### src/rtl/div_unit_if.sv
// Start/ready handshake between the execute stage (master) and the divider (slave).
`timescale 1ns/1ps
interface div_unit_if #(
  parameter int unsigned DATA_W = 32
);
  logic                  div_start;
  logic                  div_signed;
  logic                  div_cancel;
  logic [DATA_W-1:0]     div_opdata1;
  logic [DATA_W-1:0]     div_opdata2;
  logic                  div_ready;
  logic                  div_busy;
  logic                  div_by_zero;
  logic [2*DATA_W-1:0]   div_result;

  modport master (
    output div_start, div_signed, div_cancel, div_opdata1, div_opdata2,
    input  div_ready, div_busy, div_by_zero, div_result
  );

  modport slave (
    input  div_start, div_signed, div_cancel, div_opdata1, div_opdata2,
    output div_ready, div_busy, div_by_zero, div_result
  );
endinterface

### src/rtl/div_unit.sv
// Multi-cycle signed/unsigned integer divider returning {remainder, quotient}.
// Define DIV_RADIX4_EN for the radix-4 iteration (2 quotient bits per cycle).
`timescale 1ns/1ps
module div_unit #(
  parameter int unsigned DATA_W = 32,
  parameter int unsigned CNT_W  = 6
) (
  input  logic      cpu_clk_50M,
  input  logic      cpu_rst_n,
  div_unit_if.slave div_if
);

  localparam int unsigned RES_W = 2 * DATA_W;
`ifdef DIV_RADIX4_EN
  localparam int unsigned STEP  = 2;
`else
  localparam int unsigned STEP  = 1;
`endif

  typedef enum logic [1:0] {
    S_FREE    = 2'b00,
    S_BY_ZERO = 2'b01,
    S_ON      = 2'b10,
    S_END     = 2'b11
  } state_t;

  state_t             r_state;
  logic [CNT_W-1:0]   r_cnt;
  logic               r_signed;
  logic               r_sign1;
  logic               r_sign2;
  logic [DATA_W-1:0]  r_dvs;
  logic [DATA_W-1:0]  r_rem;
  logic [DATA_W-1:0]  r_quo;
  logic               r_ready;
  logic               r_busy;
  logic               r_by_zero;
  logic [RES_W-1:0]   r_result;

  logic [DATA_W-1:0]  w_abs1;
  logic [DATA_W-1:0]  w_abs2;
  logic [DATA_W-1:0]  w_rem_nx;
  logic [DATA_W-1:0]  w_quo_nx;
  logic [DATA_W-1:0]  w_quo_fix;
  logic [DATA_W-1:0]  w_rem_fix;

  // Operand magnitudes taken from the live inputs at acceptance.
  assign w_abs1 = (div_if.div_signed && div_if.div_opdata1[DATA_W-1])
                ? (~div_if.div_opdata1 + DATA_W'(1)) : div_if.div_opdata1;
  assign w_abs2 = (div_if.div_signed && div_if.div_opdata2[DATA_W-1])
                ? (~div_if.div_opdata2 + DATA_W'(1)) : div_if.div_opdata2;

`ifdef DIV_RADIX4_EN
  logic [DATA_W+1:0]  r_d2;
  logic [DATA_W+1:0]  r_d3;
  logic [DATA_W+1:0]  w_rem_sh;
  logic [1:0]         w_qd;

  // Pick the largest multiple of the divisor that still fits.
  assign w_rem_sh = {r_rem, r_quo[DATA_W-1 -: 2]};
  always_comb begin
    w_rem_nx = w_rem_sh[DATA_W-1:0];
    w_qd     = 2'd0;
    if (w_rem_sh >= r_d3) begin
      w_rem_nx = DATA_W'(w_rem_sh - r_d3);
      w_qd     = 2'd3;
    end else if (w_rem_sh >= r_d2) begin
      w_rem_nx = DATA_W'(w_rem_sh - r_d2);
      w_qd     = 2'd2;
    end else if (w_rem_sh >= {2'b00, r_dvs}) begin
      w_rem_nx = DATA_W'(w_rem_sh - {2'b00, r_dvs});
      w_qd     = 2'd1;
    end
  end
  assign w_quo_nx = {r_quo[DATA_W-3:0], w_qd};

  always_ff @(posedge cpu_clk_50M or negedge cpu_rst_n) begin
    if (!cpu_rst_n) begin
      r_d2 <= '0;
      r_d3 <= '0;
    end else if (r_state == S_FREE && div_if.div_start && !div_if.div_cancel) begin
      r_d2 <= {1'b0, w_abs2, 1'b0};
      r_d3 <= {2'b00, w_abs2} + {1'b0, w_abs2, 1'b0};
    end
  end
`else
  logic [DATA_W:0]    w_rem_sh;
  logic               w_ge;

  // Restoring step: trial subtract, keep the difference when non-negative.
  assign w_rem_sh = {r_rem, r_quo[DATA_W-1]};
  assign w_ge     = (w_rem_sh >= {1'b0, r_dvs});
  assign w_rem_nx = w_ge ? DATA_W'(w_rem_sh - {1'b0, r_dvs}) : w_rem_sh[DATA_W-1:0];
  assign w_quo_nx = {r_quo[DATA_W-2:0], w_ge};
`endif

  // Quotient is negative when signs differ; remainder follows the dividend.
  assign w_quo_fix = (r_signed && (r_sign1 ^ r_sign2)) ? (~r_quo + DATA_W'(1)) : r_quo;
  assign w_rem_fix = (r_signed && r_sign1)             ? (~r_rem + DATA_W'(1)) : r_rem;

  always_ff @(posedge cpu_clk_50M or negedge cpu_rst_n) begin
    if (!cpu_rst_n) begin
      r_state   <= S_FREE;
      r_cnt     <= '0;
      r_signed  <= 1'b0;
      r_sign1   <= 1'b0;
      r_sign2   <= 1'b0;
      r_dvs     <= '0;
      r_rem     <= '0;
      r_quo     <= '0;
      r_ready   <= 1'b0;
      r_busy    <= 1'b0;
      r_by_zero <= 1'b0;
      r_result  <= '0;
    end else if (div_if.div_cancel) begin
      r_state   <= S_FREE;
      r_cnt     <= '0;
      r_ready   <= 1'b0;
      r_busy    <= 1'b0;
      r_by_zero <= 1'b0;
      r_result  <= '0;
    end else begin
      case (r_state)
        S_FREE: begin
          if (div_if.div_start) begin
            r_signed <= div_if.div_signed;
            r_sign1  <= div_if.div_opdata1[DATA_W-1];
            r_sign2  <= div_if.div_opdata2[DATA_W-1];
            r_busy   <= 1'b1;
            r_cnt    <= '0;
            if (div_if.div_opdata2 == '0) begin
              r_state <= S_BY_ZERO;
            end else begin
              r_state <= S_ON;
              r_dvs   <= w_abs2;
              r_rem   <= '0;
              r_quo   <= w_abs1;
            end
          end
        end
        S_BY_ZERO: begin
          r_state   <= S_END;
          r_ready   <= 1'b1;
          r_by_zero <= 1'b1;
          r_result  <= '0;
        end
        S_ON: begin
          if (r_cnt == CNT_W'(DATA_W)) begin
            r_state  <= S_END;
            r_ready  <= 1'b1;
            r_result <= {w_rem_fix, w_quo_fix};
          end else begin
            r_rem <= w_rem_nx;
            r_quo <= w_quo_nx;
            r_cnt <= r_cnt + CNT_W'(STEP);
          end
        end
        S_END: begin
          if (!div_if.div_start) begin
            r_state   <= S_FREE;
            r_ready   <= 1'b0;
            r_busy    <= 1'b0;
            r_by_zero <= 1'b0;
            r_result  <= '0;
          end
        end
        default: r_state <= S_FREE;
      endcase
    end
  end

  assign div_if.div_ready   = r_ready;
  assign div_if.div_busy    = r_busy;
  assign div_if.div_by_zero = r_by_zero;
  assign div_if.div_result  = r_result;

endmodule

### src/flat_wrapper.sv
// flat-port wrapper written by rule: the top's interface ports become plain ports
module div_unit_flat 
#(
  parameter int unsigned DATA_W = 32,
  parameter int unsigned CNT_W  = 6
)
  (cpu_clk_50M, cpu_rst_n, div_if_div_start, div_if_div_signed, div_if_div_cancel, div_if_div_opdata1, div_if_div_opdata2, div_if_div_ready, div_if_div_busy, div_if_div_by_zero, div_if_div_result);
  div_unit_if #(.DATA_W(DATA_W)) div_if_i ();
  input  logic cpu_clk_50M;
  input  logic cpu_rst_n;
  input wire logic [$bits(div_if_i.div_start)-1:0] div_if_div_start;
  input wire logic [$bits(div_if_i.div_signed)-1:0] div_if_div_signed;
  input wire logic [$bits(div_if_i.div_cancel)-1:0] div_if_div_cancel;
  input wire logic [$bits(div_if_i.div_opdata1)-1:0] div_if_div_opdata1;
  input wire logic [$bits(div_if_i.div_opdata2)-1:0] div_if_div_opdata2;
  output wire logic [$bits(div_if_i.div_ready)-1:0] div_if_div_ready;
  output wire logic [$bits(div_if_i.div_busy)-1:0] div_if_div_busy;
  output wire logic [$bits(div_if_i.div_by_zero)-1:0] div_if_div_by_zero;
  output wire logic [$bits(div_if_i.div_result)-1:0] div_if_div_result;
  assign div_if_i.div_start = div_if_div_start;
  assign div_if_i.div_signed = div_if_div_signed;
  assign div_if_i.div_cancel = div_if_div_cancel;
  assign div_if_i.div_opdata1 = div_if_div_opdata1;
  assign div_if_i.div_opdata2 = div_if_div_opdata2;
  assign div_if_div_ready = div_if_i.div_ready;
  assign div_if_div_busy = div_if_i.div_busy;
  assign div_if_div_by_zero = div_if_i.div_by_zero;
  assign div_if_div_result = div_if_i.div_result;
  div_unit #(.DATA_W(DATA_W), .CNT_W(CNT_W)) u_core (.cpu_clk_50M(cpu_clk_50M), .cpu_rst_n(cpu_rst_n), .div_if(div_if_i));
endmodule
### config.mk
export PLATFORM = sky130hd
export DESIGN_NAME = div_unit_flat
export DESIGN_NICKNAME = d
export VERILOG_FILES = /design/src/rtl/div_unit_if.sv /design/src/rtl/div_unit.sv /design/src/flat_wrapper.sv
export SDC_FILE = /design/constraint.sdc
export NUM_CORES = 1
export LEC_CHECK = 0
export CAP_MARGIN = 20
export CORE_UTILIZATION = 50
export CTS_BUF_LIST = sky130_fd_sc_hd__clkbuf_16
export CTS_CLUSTER_DIAMETER = 200
export DETAILED_ROUTE_END_ITERATION = 8
export PLACE_DENSITY = 0.78
export SYNTH_ARGS = -nofsm -noshare
export SYNTH_HDL_FRONTEND = slang
export SYNTH_SLANG_ARGS = --single-unit
### constraint.sdc
create_clock -name cpu_clk_50M -period 6.5 [get_ports cpu_clk_50M]
set_input_delay 0.975 -clock cpu_clk_50M [delete_from_list [all_inputs] [get_ports cpu_clk_50M]]
set_output_delay 0.975 -clock cpu_clk_50M [all_outputs]
set_load 0.02 [all_outputs]
**After elaboration in Yosys (flattened, before gate mapping)**

Cells that the tools add are included.

- Add/sub/neg operators: 6
- $lt $le $gt $ge: 1
- Equal/unequal tests: 11
- Mux-type cells: 36
- Bitwise gates (word level): 7
- Reduce and logical (&&, ||, !) cells: 19

Operator list:

| cell | count |
|---|---|
| $mux 32 | 11 |
| $mux 64 | 3 |
| $pmux 64 s3 | 1 |
| $add 32x1->32 const B | 4 |
| $not 32->32 | 4 |
| $pmux 32 s2 | 2 |
| $ge 33x32->1 | 1 |
| $logic_not 32->1 | 1 |
| $sub 32x32->32 | 1 |
| $mux 6 | 3 |
| $reduce_and 3->1 | 5 |
| $pmux 6 s2 | 1 |
| $mux 2 | 5 |
| $ne 3x3->1 const B | 3 |
| $reduce_bool 3->1 | 3 |
| $pmux 2 s4 | 1 |
| $add 6x1->6 const B | 1 |
| $eq 6x6->1 const B | 1 |
| $mux 1 | 6 |
| $ne 2x2->1 const B | 3 |
| $reduce_and 5->1 | 1 |
| $eq 2x2->1 const B | 2 |
| $logic_and 1x1->1 | 4 |
| $pmux 1 s2 | 2 |
| other kinds (10) | 11 |

- Flip-flop bits (word level): 174
- Input bits: 69
- Output and inout bits: 67

**Longest topological paths before layout**

- Depth after elaboration: 6
- Gate-level depth with buffers: 12

**Worst setup path before layout**

Ideal clock, no wire load.

- Path kind: input -> register
- Start: input port div_if_div_opdata2[16]
- End: register u_core.r_rem[12]
- Setup time: 0.126 ns
- Arrival time: 2.812 ns
- Setup slack: 3.562 ns
- Cell stages on the path: 8
- Cells stage by stage: or4_1 > nor3_1 > nand3_1 > nor3_2 > nand2_1 > nand2_2 > nor2_2 > a221o_1

- Longest elaborated chain between the ends: 3

Ends and longest elaborated chain:

| what | line | text |
|---|---|---|
| start, declared | flat_wrapper.sv:15 | `input wire logic [$bits(div_if_i.div_opdata2)-1:0] div_if_div_opdata2;` |
| $logic_not 32->1 | div_unit.sv:131 | `if (div_if.div_opdata2 == '0) begin` |
| $ne 2x2->1 (no line) | n/a |  |
| $reduce_and 5->1 (no line) | n/a |  |
| end signal, assigned | div_unit.sv:153 | `r_rem <= w_rem_nx;` |
| end, declared | div_unit.sv:33 | `logic [DATA_W-1:0] r_rem;` |

No other way between the ends.
A chain may end at the register's enable or synchronous reset.

**Final worst setup path**

- Start: input port div_if_div_opdata2[16]
- End: register u_core.r_quo[14]

- Longest elaborated chain between the ends: 3

Ends and longest elaborated chain:

| what | line | text |
|---|---|---|
| $logic_not 32->1 | div_unit.sv:131 |  |
| $ne 2x2->1 (no line) | n/a |  |
| $reduce_and 5->1 (no line) | n/a |  |
| end signal, assigned | div_unit.sv:137 | `r_quo <= w_abs1;` |
| end signal, assigned | div_unit.sv:154 | `r_quo <= w_quo_nx;` |
| end, declared | div_unit.sv:34 | `logic [DATA_W-1:0] r_quo;` |

No other way between the ends.

==> impl_metrics.csv <==
group,metric,value,unit
setup_path,path_buf_inv,2,
grt,grt_max_degree,90,
placement,place.detailed.hpwl,21300,µm
timing,maxSlewViolCount,0,
timing,max_freq,243,MHz
timing,rsz0062_at_grt,"false",
setup_path,crit_arrival,4.49,ns
yosys,synthCells,1389,
placement,io_buffers,135,
yosys,synth-seq-cells,174,
setup_path,path_max_fanout,59,
cells_and_area,antennaDiodeCount,0,
yosys,synth_enable_flop_cells,0,
floorplan,num_rows,55,
timing,report.final.hold_viol_count,0,
placement,dpl_cell_area,13000,µm²
yosys,synth_area_per_cell,8.32,µm²
placement,gp_congestion,0.901,
yosys,async_flop_share,100,%
cts,cts-root-buf,"clkbuf_16",
floorplan,num_io_pins,136,
grt,grt-ovfl-total,0,
floorplan,die_w,154,µm
setup_path,start_kind,"input port",
drt,wl,28700,µm
timing,tns,0,ns
setup_path,cp_slowest_cell,"nand2_2",
cts,cts_hold_buffers,0,
setup_path,slowest_delay,0.79,ns
floorplan,dieArea,23700,µm²
cts,htreeDepth,4,
hold_path,hold_path_class,"register to register",
setup_path,crit_chain,"clkdlybuf4s50_1 > or4_1 > nor3_1 > nand3_1 > nor3_2 > a21oi_1 > nand2_2 > buf_4 > nand2_1 > o21ai_1",
pwr,ir_drop,0.218,mV
grt,track_usage,24.6,%
yosys,synth_warnings,0,
drt,ant_nets,0,
flow_run,maxCapViolations,0,
pwr,powerDensity,402,nW/µm²
grt,grt_pass1_vias,9323,
cts,clkTransAtPathRegs,0.08,ns
drt,drtIter0Drc,745,
grt,antenna_found_initial,0,
timing,finalSetupViolations,0,
grt,grt_pass1_wl,46900,µm
status,outcome,"complete, no violations",
setup_path,crit_family,"simple AND/OR/NAND/NOR gates",
cells_and_area,nFillCells,1966,
cts,clock_path_buffers,2,
cts,post-cts-setup-buffers,0,
cts,cts-resized-gates,0,
cells_and_area,fin_util,60.2,%
drt,viasPerCell,5.71,
setup_path,cp.required,6.87,ns
pwr,p_total,0.00548,W
setup_path,crit_path_end_kind,"register",
drt,drc,0,
cells_and_area,finalInstanceArea,13600,µm²
cts,cts.sinks,174,
timing,worst_pin_slew,1.07,ns
cells_and_area,areaGrowthSynthToFinish,18.0,%
drt,num_vias,10200,
cts,numCtsBuffers,17,
pwr,p_leak,5.75,nW
floorplan,core,22600,µm²
placement,dp_cells,1746,
yosys,synth_ff_type,"dfrtp_1",
cts,cts_tree,"done",
setup_path,crit_type,"input port to register",
cells_and_area,layout.cells.non_filler,1780,
floorplan,initial_core_util,51.1,%
timing,period_needed,4.12,ns
cts,clkLatencyLatePin,0.44,ns
drt,dr.pass1.iters,6,
floorplan,die_h,154,µm
timing,relSlewSlack,28.4,%
yosys,seq_area_frac_synth,37.7,%
cells_and_area,layout.nets,1594,
cells_and_area,drive_gt1_share,4.88,%
timing,finClkSkew,0.0120,ns
yosys,syn_nets,1501,
timing,fin_crit_sh,63.4,%
drt,wl_per_cell,16.1,µm
yosys,syn_area,11600,µm²
yosys,synth_cell_type_count,72,
[through the flow]
| stage | setup WS [ns] | hold slack (ns) |
|---|---|---|
| after floorplan | 3.56 | 0.448 |
| after global placement | 2.03 | 0.461 |
| after detailed placement | 1.96 | 0.470 |
| after CTS | 2.43 | 0.486 |
| after global routing | 2.01 | 0.495 |
| final | 2.38 | 0.480 |
[final cells by class]
| cell class | count | area [µm²] | share of cell area (%) |
|---|---|---|---|
| multi-input combinational | 1083 | 6680 | 49.0 |
| sequential | 174 | 4350 | 31.9 |
| timing repair buffer | 143 | 1420 | 10.4 |
| clock buffer | 17 | 425 | 3.12 |
| tap | 285 | 357 | 2.61 |
| inverter | 63 | 236 | 1.73 |
| clock inverter | 15 | 166 | 1.22 |
[registers in the layout, indices dropped and copies added, names as in the netlist, 2 cells and up]
name                      flops
u_core.r_quo                 32
u_core.div_if.div_result     64
u_core.r_state                2
u_core.r_cnt                  6
u_core.r_rem                 32
u_core.r_dvs                 32
[cells in the mapped netlist (all sizes together) (4+ instances only)]
cell type,number,area share (%)
a21boi,4,0.26
nor4,23,1.6
o21ai,182,7.9
o21a,7,0.45
nor3,22,1.0
nand2b,11,0.60
or4,9,0.65
a21oi,126,5.5
o41ai,12,1.1
dfrtp,174,38
o21bai,5,0.32
xnor2,72,5.5
clkbuf,40,1.3
buf,29,1.4
xor2,65,4.9
a31oi,10,0.54
ha,42,4.5
nand2,185,6.0
mux2i,31,2.7
a221o,9,0.78
a21o,11,0.71
inv,63,2.0
nand3,14,0.61
nand4,11,0.65
or3,16,0.93
and2,14,0.76
or2,5,0.27
nor2,127,4.2
o31ai,23,1.5
nor2b,6,0.32
[power breakdown]
part,switching [W],internal [W],leakage (nW),total (W)
Clock,0.000487,0.000549,0.294,0.00104
Sequential,0.000307,0.00142,2.27,0.00173
Combinational,0.00164,0.00107,3.19,0.00271
[routing by layer]
layer | track usage, % | up-vias | share of wire (%)
met5 | 0 | - | 0
met4 | 6.95 | 0 | 1.2
met3 | 2.96 | 27 | 5.5
met2 | 37.4 | 332 | 44
met1 | 36.6 | 4771 | 50
li1 | - | 5042 | -
[worst min-delay path, cell delays in order (launching register included)]
cell     delay (ns)
dfrtp_1        0.34
nand2_1        0.04
o21ai_0        0.06
[final timing paths]
| check | startpoint | end | slack, ns | depth (start not counted) |
|---|---|---|---|---|
| setup / recovery | div_if_div_opdata2[16] | u_core.r_quo[14] | 2.38 | 10 |
| hold / removal | u_core.div_if.div_result[33] | u_core.div_if.div_result[33] | 0.48 | 2 |
| setup reg to reg | u_core.r_quo[31] | u_core.r_rem[26] | 3.07 | 12 |
| hold reg to reg | u_core.div_if.div_result[33] | u_core.div_if.div_result[33] | 0.48 | 2 |
| max in group asynchronous | cpu_rst_n | u_core.r_cnt[5] | 4.64 | 3 |
| min in group asynchronous | cpu_rst_n | u_core.div_if.div_result[36] | 0.57 | 1 |
[placed cells by master (no fill, tap or decap), types with 13 or more instances in the layout]
cell / netlist / layout
clkbuf_16: 0 / 17
and2_1: 13 / 13
xnor2_1: 72 / 72
inv_1: 62 / 62
o21ai_1: 73 / 73
ha_1: 42 / 41
mux2i_1: 31 / 31
o31ai_1: 23 / 23
nor2_1: 125 / 125
o21ai_0: 108 / 108
nor3_1: 20 / 20
clkdlybuf4s50_1: 0 / 134
or3_1: 13 / 13
nor4_1: 18 / 18
nand2_1: 184 / 183
xor2_1: 65 / 65
a21oi_1: 126 / 126
nand3_1: 14 / 14
dfrtp_1: 174 / 174
[kinds of logic (layout without fill, tap and decap cells)]
group	after synthesis	after routing	share of synthesized area, %
flip-flops	174	174	37.7
AO/OA/AOI/OAI	411	411	20.7
AND/OR/NAND/NOR	458	458	18.8
adder cells (fa/ha/maj)	43	43	4.72
multiplexers	34	34	2.98
buffers and inverters	132	238	4.72
XOR/XNOR	137	137	10.4
Power figures use the tool's default switching activity.
